`config.mk`:
```
export PLATFORM = sky130hd
export DESIGN_NAME = spi_eeprom_slave_flat
export DESIGN_NICKNAME = d
export VERILOG_FILES = /design/src/rtl/spi_eeprom_slave_if.sv /design/src/rtl/spi_eeprom_slave.sv /design/src/flat_wrapper.sv
export SDC_FILE = /design/constraint.sdc
export NUM_CORES = 2
export LEC_CHECK = 0
export CAP_MARGIN = 20
export CORE_ASPECT_RATIO = 2
export CORE_MARGIN = 4
export CORE_UTILIZATION = 45
export DETAILED_ROUTE_END_ITERATION = 8
export PLACE_DENSITY = 0.57
export SLEW_MARGIN = 20
export SYNTH_ARGS = -nofsm -noshare
export SYNTH_HDL_FRONTEND = slang
export SYNTH_SLANG_ARGS = --single-unit
export TNS_END_PERCENT = 50
```
`constraint.sdc`:
```
create_clock -name clk -period 10.8 [get_ports clk]
set_input_delay 1.62 -clock clk [delete_from_list [all_inputs] [get_ports clk]]
set_output_delay 1.62 -clock clk [all_outputs]
set_load 0.02 [all_outputs]
```
`src/rtl/spi_eeprom_slave_if.sv`:
```
// SPI bus plus write-observation signals between an EEPROM master and the
// spi_eeprom_slave responder.
interface spi_eeprom_slave_if;
    logic       sclk;
    logic       ss_n;
    logic       mosi;
    logic       miso;
    logic       miso_oe;
    logic       wel;
    logic       wip;
    logic       wr_strobe;
    logic [8:0] wr_addr;
    logic [7:0] wr_data;

    modport master (
        output sclk, ss_n, mosi,
        input  miso, miso_oe, wel, wip, wr_strobe, wr_addr, wr_data
    );

    modport slave (
        input  sclk, ss_n, mosi,
        output miso, miso_oe, wel, wip, wr_strobe, wr_addr, wr_data
    );
endinterface

```
`src/rtl/spi_eeprom_slave.sv`:
```
// SPI mode-0 responder emulating a 512-byte 25xx040-style EEPROM.
// Define WRITE_CYCLE_EN to model the internal write time (busy window on wip).
module spi_eeprom_slave #(
    parameter int MEM_BYTES        = 512,
    parameter int PAGE_BYTES       = 16,
    parameter int SYNC_STAGES      = 2,
    parameter int WRITE_CYCLE_CLKS = 1000
) (
    input  logic               clk,
    input  logic               reset,
    spi_eeprom_slave_if.slave  bus
);
    typedef enum logic [2:0] {IDLE, CMD, ADDR, RD_DATA, WR_DATA, RDSR, IGNORE} state_t;

    localparam logic [8:0] PAGE_MASK = 9'(PAGE_BYTES - 1);

    // Synchronizer chain carrying {sclk, ss_n, mosi}; ss_n resets high so no false select.
    genvar gi;
    for (gi = 0; gi < SYNC_STAGES; gi++) begin : g_sync
        logic [2:0] q;
        if (gi == 0) begin : g_first
            always_ff @(posedge clk) begin
                if (reset) q <= 3'b010;
                else       q <= {bus.sclk, bus.ss_n, bus.mosi};
            end
        end else begin : g_next
            always_ff @(posedge clk) begin
                if (reset) q <= 3'b010;
                else       q <= g_sync[gi-1].q;
            end
        end
    end

    logic       sclk_s, ss_s, mosi_s;
    logic       sclk_prev_q, ss_prev_q;
    logic       sclk_rise, sclk_fall, ss_fall, ss_rise, byte_done, write_end_w, wip_w;
    logic [7:0] byte_d, status_d, load_d;
    logic [8:0] addr_inc_d, addr_page_d;

    state_t     state_q;
    logic [2:0] bit_cnt_q, out_cnt_q;
    logic [6:0] sh_in_q;
    logic [7:0] sh_out_q, rd_data_q;
    logic [8:0] addr_q, wr_addr_q;
    logic [7:0] wr_data_q;
    logic       is_rd_q, wel_q, committed_q, miso_q, miso_oe_q, wr_strobe_q;
    logic [7:0] mem_q [MEM_BYTES];

    assign sclk_s      = g_sync[SYNC_STAGES-1].q[2];
    assign ss_s        = g_sync[SYNC_STAGES-1].q[1];
    assign mosi_s      = g_sync[SYNC_STAGES-1].q[0];
    assign sclk_rise   = sclk_s & ~sclk_prev_q;
    assign sclk_fall   = ~sclk_s & sclk_prev_q;
    assign ss_fall     = ~ss_s & ss_prev_q;
    assign ss_rise     = ss_s & ~ss_prev_q;
    assign byte_d      = {sh_in_q, mosi_s};
    assign byte_done   = sclk_rise && (bit_cnt_q == 3'd7);
    assign write_end_w = ss_rise && committed_q;
    assign addr_inc_d  = addr_q + 9'd1;
    assign addr_page_d = (addr_q & ~PAGE_MASK) | (addr_inc_d & PAGE_MASK);
    assign status_d    = {6'b0, wel_q, wip_w};
    assign load_d      = (state_q == RDSR) ? status_d : rd_data_q;

    always_ff @(posedge clk) begin
        if (reset) begin
            sclk_prev_q <= 1'b0;
            ss_prev_q   <= 1'b1;
        end else begin
            sclk_prev_q <= sclk_s;
            ss_prev_q   <= ss_s;
        end
    end

`ifdef WRITE_CYCLE_EN
    logic        wip_q;
    logic [31:0] wip_cnt_q;
    logic        wip_done_w;
    assign wip_done_w = wip_q && (wip_cnt_q == 32'd0);
    assign wip_w      = wip_q;

    always_ff @(posedge clk) begin
        if (reset) begin
            wip_q     <= 1'b0;
            wip_cnt_q <= 32'd0;
        end else if (write_end_w) begin
            wip_q     <= 1'b1;
            wip_cnt_q <= 32'(WRITE_CYCLE_CLKS - 1);
        end else if (wip_q) begin
            if (wip_cnt_q == 32'd0) wip_q <= 1'b0;
            else                    wip_cnt_q <= wip_cnt_q - 32'd1;
        end
    end
`else
    // No busy window in this build; wip is constant low.
    assign wip_w = (WRITE_CYCLE_CLKS < 0);
`endif

    always_ff @(posedge clk) begin
        if (reset) begin
            state_q     <= IDLE;
            bit_cnt_q   <= 3'd0;
            out_cnt_q   <= 3'd0;
            sh_in_q     <= 7'd0;
            sh_out_q    <= 8'd0;
            addr_q      <= 9'd0;
            is_rd_q     <= 1'b0;
            wel_q       <= 1'b0;
            committed_q <= 1'b0;
            miso_q      <= 1'b0;
            miso_oe_q   <= 1'b0;
            wr_strobe_q <= 1'b0;
            wr_addr_q   <= 9'd0;
            wr_data_q   <= 8'd0;
        end else begin
            wr_strobe_q <= 1'b0;
`ifdef WRITE_CYCLE_EN
            if (wip_done_w) wel_q <= 1'b0;
`else
            if (write_end_w) wel_q <= 1'b0;
`endif
            if (ss_s) begin
                // Deselect beats any same-cycle sclk edge and drops partial bytes.
                state_q   <= IDLE;
                miso_q    <= 1'b0;
                miso_oe_q <= 1'b0;
                if (ss_rise) committed_q <= 1'b0;
            end else if (ss_fall) begin
                state_q     <= CMD;
                bit_cnt_q   <= 3'd0;
                committed_q <= 1'b0;
            end else begin
                if (sclk_rise) begin
                    bit_cnt_q <= bit_cnt_q + 3'd1;
                    sh_in_q   <= byte_d[6:0];
                end
                case (state_q)
                    CMD: if (byte_done) begin
                        if (wip_w && byte_d != 8'h05) begin
                            state_q <= IGNORE;
                        end else begin
                            casez (byte_d)
                                8'h06: begin wel_q <= 1'b1; state_q <= IGNORE; end
                                8'h04: begin wel_q <= 1'b0; state_q <= IGNORE; end
                                8'h05: begin
                                    state_q   <= RDSR;
                                    miso_oe_q <= 1'b1;
                                    out_cnt_q <= 3'd0;
                                end
                                8'b0000_?011: begin
                                    addr_q[8] <= byte_d[3];
                                    is_rd_q   <= 1'b1;
                                    state_q   <= ADDR;
                                end
                                8'b0000_?010: begin
                                    addr_q[8] <= byte_d[3];
                                    is_rd_q   <= 1'b0;
                                    state_q   <= wel_q ? ADDR : IGNORE;
                                end
                                default: state_q <= IGNORE;
                            endcase
                        end
                    end
                    ADDR: if (byte_done) begin
                        addr_q[7:0] <= byte_d;
                        if (is_rd_q) begin
                            state_q   <= RD_DATA;
                            miso_oe_q <= 1'b1;
                            out_cnt_q <= 3'd0;
                        end else begin
                            state_q <= WR_DATA;
                        end
                    end
                    RD_DATA, RDSR: if (sclk_fall) begin
                        // Bit 0 of each byte is a fresh load; the read address advances right away
                        // so the registered array read is ready eight falls later.
                        if (out_cnt_q == 3'd0) begin
                            miso_q   <= load_d[7];
                            sh_out_q <= {load_d[6:0], 1'b0};
                            if (state_q == RD_DATA) addr_q <= addr_inc_d;
                        end else begin
                            miso_q   <= sh_out_q[7];
                            sh_out_q <= {sh_out_q[6:0], 1'b0};
                        end
                        out_cnt_q <= out_cnt_q + 3'd1;
                    end
                    WR_DATA: if (byte_done) begin
                        wr_strobe_q <= 1'b1;
                        wr_addr_q   <= addr_q;
                        wr_data_q   <= byte_d;
                        addr_q      <= addr_page_d;
                        committed_q <= 1'b1;
                    end
                    default: ;
                endcase
            end
        end
    end

    always_ff @(posedge clk) begin
        if (wr_strobe_q) mem_q[wr_addr_q] <= wr_data_q;
        rd_data_q <= mem_q[addr_q];
    end

    assign bus.miso      = miso_q & miso_oe_q;
    assign bus.miso_oe   = miso_oe_q;
    assign bus.wel       = wel_q;
    assign bus.wip       = wip_w;
    assign bus.wr_strobe = wr_strobe_q;
    assign bus.wr_addr   = wr_addr_q;
    assign bus.wr_data   = wr_data_q;
endmodule

```
`src/flat_wrapper.sv`:
```
// flat-port wrapper written by rule: the top's interface ports become plain ports
module spi_eeprom_slave_flat 
#(
    parameter int MEM_BYTES        = 512,
    parameter int PAGE_BYTES       = 16,
    parameter int SYNC_STAGES      = 2,
    parameter int WRITE_CYCLE_CLKS = 1000
)
  (clk, reset, bus_sclk, bus_ss_n, bus_mosi, bus_miso, bus_miso_oe, bus_wel, bus_wip, bus_wr_strobe, bus_wr_addr, bus_wr_data);
  spi_eeprom_slave_if bus_i ();
  input  logic clk;
  input  logic reset;
  input wire logic [$bits(bus_i.sclk)-1:0] bus_sclk;
  input wire logic [$bits(bus_i.ss_n)-1:0] bus_ss_n;
  input wire logic [$bits(bus_i.mosi)-1:0] bus_mosi;
  output wire logic [$bits(bus_i.miso)-1:0] bus_miso;
  output wire logic [$bits(bus_i.miso_oe)-1:0] bus_miso_oe;
  output wire logic [$bits(bus_i.wel)-1:0] bus_wel;
  output wire logic [$bits(bus_i.wip)-1:0] bus_wip;
  output wire logic [$bits(bus_i.wr_strobe)-1:0] bus_wr_strobe;
  output wire logic [$bits(bus_i.wr_addr)-1:0] bus_wr_addr;
  output wire logic [$bits(bus_i.wr_data)-1:0] bus_wr_data;
  assign bus_i.sclk = bus_sclk;
  assign bus_i.ss_n = bus_ss_n;
  assign bus_i.mosi = bus_mosi;
  assign bus_miso = bus_i.miso;
  assign bus_miso_oe = bus_i.miso_oe;
  assign bus_wel = bus_i.wel;
  assign bus_wip = bus_i.wip;
  assign bus_wr_strobe = bus_i.wr_strobe;
  assign bus_wr_addr = bus_i.wr_addr;
  assign bus_wr_data = bus_i.wr_data;
  spi_eeprom_slave #(.MEM_BYTES(MEM_BYTES), .PAGE_BYTES(PAGE_BYTES), .SYNC_STAGES(SYNC_STAGES), .WRITE_CYCLE_CLKS(WRITE_CYCLE_CLKS)) u_core (.clk(clk), .reset(reset), .bus(bus_i));
endmodule
```
# ---- After elaboration in Yosys (flattened, before gate mapping)
# Memory sizes are Yosys's and may differ from the RTL's. A register that Yosys moved wholly into a read port is not among the register bits.
# Index checks and enable logic that the tools add are counted.
dict set report classes {
  add_sub_neg 3
  eq_ne 23
  mux 47
  n_bitwise 12
  reduce_logical 30
}
# cell count
set ops {}
lappend ops {{two-way mux 9 bit} 4}
lappend ops {{two-way mux 3 bit} 11}
lappend ops {{equality test 8 x 3 -> 1 bit (second input constant)} 3}
lappend ops {{two-way mux 8 bit} 3}
lappend ops {{one-hot mux 8 bit (3 select lines)} 1}
lappend ops {{two-way mux 1 bit} 21}
lappend ops {{one-hot mux 3 bit (3 select lines)} 2}
lappend ops {{nonzero test 3 bit} 6}
lappend ops {{AND reduction 8 bit} 2}
lappend ops {{AND reduction 3 bit} 5}
lappend ops {{equality test 7 x 2 -> 1 bit (second input constant)} 2}
lappend ops {{inequality test 2 x 1 -> 1 bit (second input constant)} 7}
lappend ops {{adder 9 x 1 -> 9 bit (second input constant)} 1}
lappend ops {{equality test 3 bit (second input constant)} 3}
lappend ops {{bitwise OR 9 x 4 -> 9 bit} 1}
lappend ops {{AND reduction 9 bit} 1}
lappend ops {{AND reduction 4 bit} 2}
lappend ops {{adder 3 x 1 -> 3 bit (second input constant)} 2}
lappend ops {{equality test 3 x 2 -> 1 bit (second input constant)} 2}
lappend ops {{inequality test 2 bit (second input constant)} 3}
lappend ops {{inequality test 3 x 1 -> 1 bit (second input constant)} 2}
lappend ops {{inverter 1 bit} 6}
lappend ops {{one-hot mux 1 bit (2 select lines)} 3}
lappend ops {{one-hot mux 3 bit (2 select lines)} 1}
lappend ops {{12 further kinds} 21}
dict set report word_totals {
  register_bits 64
  ramBits 4096
  input_bits 5
  out_inout_bits 22
  mem_count 1
}
# name depth width read_ports rd_clocked_by_memory_dff write_ports line
set mem_list {}
lappend mem_list {u_core.mem_q 512 8 1 1 1 spi_eeprom_slave.sv:47} ;# logic [7:0] mem_q [MEM_BYTES];

# ---- Depth between registers and ports, before layout
dict set report logic_depth {
  depth_word 9
  depth_mapped 13
  ltp_nobuf 9
}

# ---- Worst setup path after synthesis
# No wires, ideal clock.
dict set report synth_timing {
  path_kind {register to output}
  from {register u_core.wr_data_q[0], in the netlist u_core.bus.wr_data[0]}
  to {output port bus_wr_data[0]}
  t_arrival_ps 6643
  required_ps 9180
  path_slack_ps 2537
  stages_incl_launch_ff 1
  path_buffers 0
  path_cell_list {dfxtp_1}
}
# element line
set synth_lines {}
lappend synth_lines {{from (decl)} spi_eeprom_slave.sv:45} ;# logic [7:0] wr_data_q;
lappend synth_lines {{from (signal assigned)} spi_eeprom_slave.sv:189} ;# wr_data_q <= byte_d;
lappend synth_lines {{to (decl)} flat_wrapper.sv:22} ;# output wire logic [$bits(bus_i.wr_data)-1:0] bus_wr_data;
# No word-level cell between the ends.

==> impl_metrics.py <==
metrics = {
    "status": {
        "status": "finished, final reports clean",
    },
    "detailed_routing": {
        "vias": 79941,
        "routedWlPerCell_um": 36.7,
        "first_pass_iters": 6,
        "vias_per_cell": 6.20,
        "drc": 0,
        "drt-initial-drc-count": 8011,
        "drt_wl_total_um": 474000,
        "ant_nets": 0,
    },
    "worst_setup_path": {
        "reg2reg_depth": 9,
        "crit_type": "flop to flop",
        "cp-start-kind": "flop",
        "cpPeakStageDelay_ns": 0.94,
        "critPathMaxFanout": 54,
        "arrival_ns": 6.27,
        "cp_num_buf_inv": 2,
        "worstPathCellList": "buf_4, and2_2, buf_4, a221oi_1, a21oi_1, o21ai_1, nor3_1, nor3_1, or4_1",
        "critPathSlowestCell": "and2_2",
        "end_kind": "flop",
        "required_ns": 11.59,
        "cp.depth": 9,
        "cpLargestDelayFamily": "simple AND/OR/NAND/NOR gates",
    },
    "timing": {
        "worst-slew-pin-transition_ns": 1.24,
        "period_needed_ns": 5.48,
        "fin_hold_ws_ns": 0.466,
        "finalClockSkew_ns": 0.0530,
        "hold_violations": 0,
        "rsz0062_at_grt": "no",
        "fin_crit_sh": 0.507,
        "setup-tns-final_ns": 0,
        "report.final.slew_viol_count": 0,
        "max_freq_mhz": 183,
        "finalSetupViolCount": 0,
        "slew_headroom": 0.170,
    },
    "logic_synthesis": {
        "mappedNetlistArea_um2": 161000,
        "syn_nets": 7871,
        "synth-seq-area-share": 0.771,
        "synthFlopType": "edfxtp_1",
        "synth_edf_count": 4096,
        "synth_cell_types": 71,
        "synth_top_area_share": 0.762,
        "ys_top_cells_by_count": "edfxtp_1 (4096), mux4_2 (862), nor2_1 (626)",
        "yosys_warnings": 0,
        "syn_inst": 7861,
        "synthArstFlopShare": 0,
        "synth_area_leaders": "edfxtp_1 (76%), mux4_2 (12%), mux2i_1 (2.4%)",
        "yosysTopAreaCell": "edfxtp_1",
        "syn_area_per_cell_um2": 20.5,
        "post-synth-top-count-cell": "edfxtp_1",
        "synth_seq_cells": 4167,
    },
    "cells_and_area": {
        "drive_gt1_frac": 0.206,
        "layout.nets": 7933,
        "fin_area_um2": 178000,
        "final_util": 0.500,
        "areaGrowthSynthToFinish_pct": 10.6,
    },
    "hold_path": {
        "hp-class": "flop to flop",
        "whs_path_depth": 2,
    },
    "clocking": {
        "insertion_delay_ns": 0.93,
        "cts-hold-fix-buffers": 0,
        "htree_levels": 5,
        "clock-sinks": 4167,
        "root_buffer": "clkbuf_16",
        "cts_buffers": 354,
        "path_clk_slew_ns": 0.07,
        "postCtsSetupBuffers": 0,
        "postCtsResizedCells": 0,
        "clockBufferDepth": 4,
        "cts_tree": "yes",
    },
    "grt": {
        "antenna_found_initial": 29,
        "grt_pass1_wl_um": 659000,
        "grt_max_degree": 198,
        "grt_usage": 0.255,
        "overflow": 0,
        "grt_pass1_vias": 83376,
    },
    "floorplan": {
        "die_w_um": 431,
        "initial_core_util": 0.452,
        "die_area_um2": 369000,
        "dieHeight_um": 855,
        "placementRows": 310,
        "ios": 27,
        "core_area_um2": 357000,
    },
    "power_and_ir_drop": {
        "p_total_uw": 30500,
        "ir_drop_uv": 137,
        "power.leakage_uw": 0.0536,
        "powerDensity_nw_per_um2": 171,
    },
    "run": {
        "maxCapViolations": 0,
    },
    "placement": {
        "port_buffers": 25,
        "dp_hpwl_um": 301000,
        "place_congestion": 0.868,
        "place_area_um2": 167000,
    },
}
[layer usage]
metal  up-vias  global-route usage  part of all wire
li1      32749                   -                 -
met1     43166               0.279              0.33
met2      3183               0.467              0.54
met3       833              0.0340             0.056
met4        10               0.155             0.072
met5         -                   0           0.00012
[registers in the layout, summed over array words and instances, names as in the netlist, 3 cells and up]
name / cells
u_core.mem_q: 4096
u_core.sh_in_q: 7
u_core.sh_out_q: 7
u_core.bus.wr_addr: 9
u_core.state_q: 3
u_core.bus.wr_data: 8
u_core.bit_cnt_q: 3
u_core.out_cnt_q: 3
u_core.addr_q: 9
u_core.rd_data_q: 8
u_core.g_sync.q: 6
[worst min-delay path: stages (launching register included)]
cell and delay (ns):
dfxtp_1 0.30, nand3_1 0.06, a21oi_1 0.06
[where the power goes]
part	switching, uW	internal (uW)	total (uW)
registers	1.89	17500	17500
logic	7.18	2.97	10.2
clock network	5840	7140	13000
total	5850	24600	30500
[kinds of logic after synthesis]
logic type,after synthesis,synth area share
simple gates,977,0.0259
buf+inv,519,0.0165
compound gates,904,0.0394
fa+ha+maj,5,0.000388
other cells,1,0.0000232
flops,4167,0.771
mux,1286,0.147
xor+xnor,2,0.000109
[final cells by class]
cell class              count  area, um2
flip-flops and latches   4167     124000
multi-input cells        3175      34700
diodes                     20       50.0
clock buffers             426       9380
clock inverters           211       2060
fillers                 28566     178000
repair buffers            212       1890
inverters                  13       56.3
well taps                4680       5860
[cells in the final DEF (no fill, tap or decap), types with 102 or more instances in the layout]
| master | synthesis | layout |
|---|---|---|
| a21oi_1 | 188 | 183 |
| nor2_1 | 626 | 619 |
| clkbuf_16 | 0 | 363 |
| a22oi_1 | 182 | 182 |
| nand2_1 | 142 | 126 |
| buf_4 | 50 | 164 |
| edfxtp_1 | 4096 | 4096 |
| mux2i_1 | 383 | 383 |
| mux4_2 | 862 | 862 |
| o21ai_0 | 110 | 102 |
| a221oi_1 | 118 | 115 |
[final timing paths]
kind / startpoint / to / slack, ns
min: u_core.rd_data_q[0] / u_core.sh_out_q[1] / 0.47
max reg2reg: u_core.addr_q[2] / u_core.rd_data_q[1] / 5.32
max: u_core.addr_q[2] / u_core.rd_data_q[1] / 5.32
min reg2reg: u_core.rd_data_q[0] / u_core.sh_out_q[1] / 0.47
[per-stage QoR]
step	instances	setup WS (ns)
after CTS	12883	5.33
after global placement	12244	4.79
final	12904	5.32
after floorplan	7861	2.54
after detailed placement	12246	5.37
after global routing	12894	5.36
Note: power is estimated with default switching activity, not from simulation.
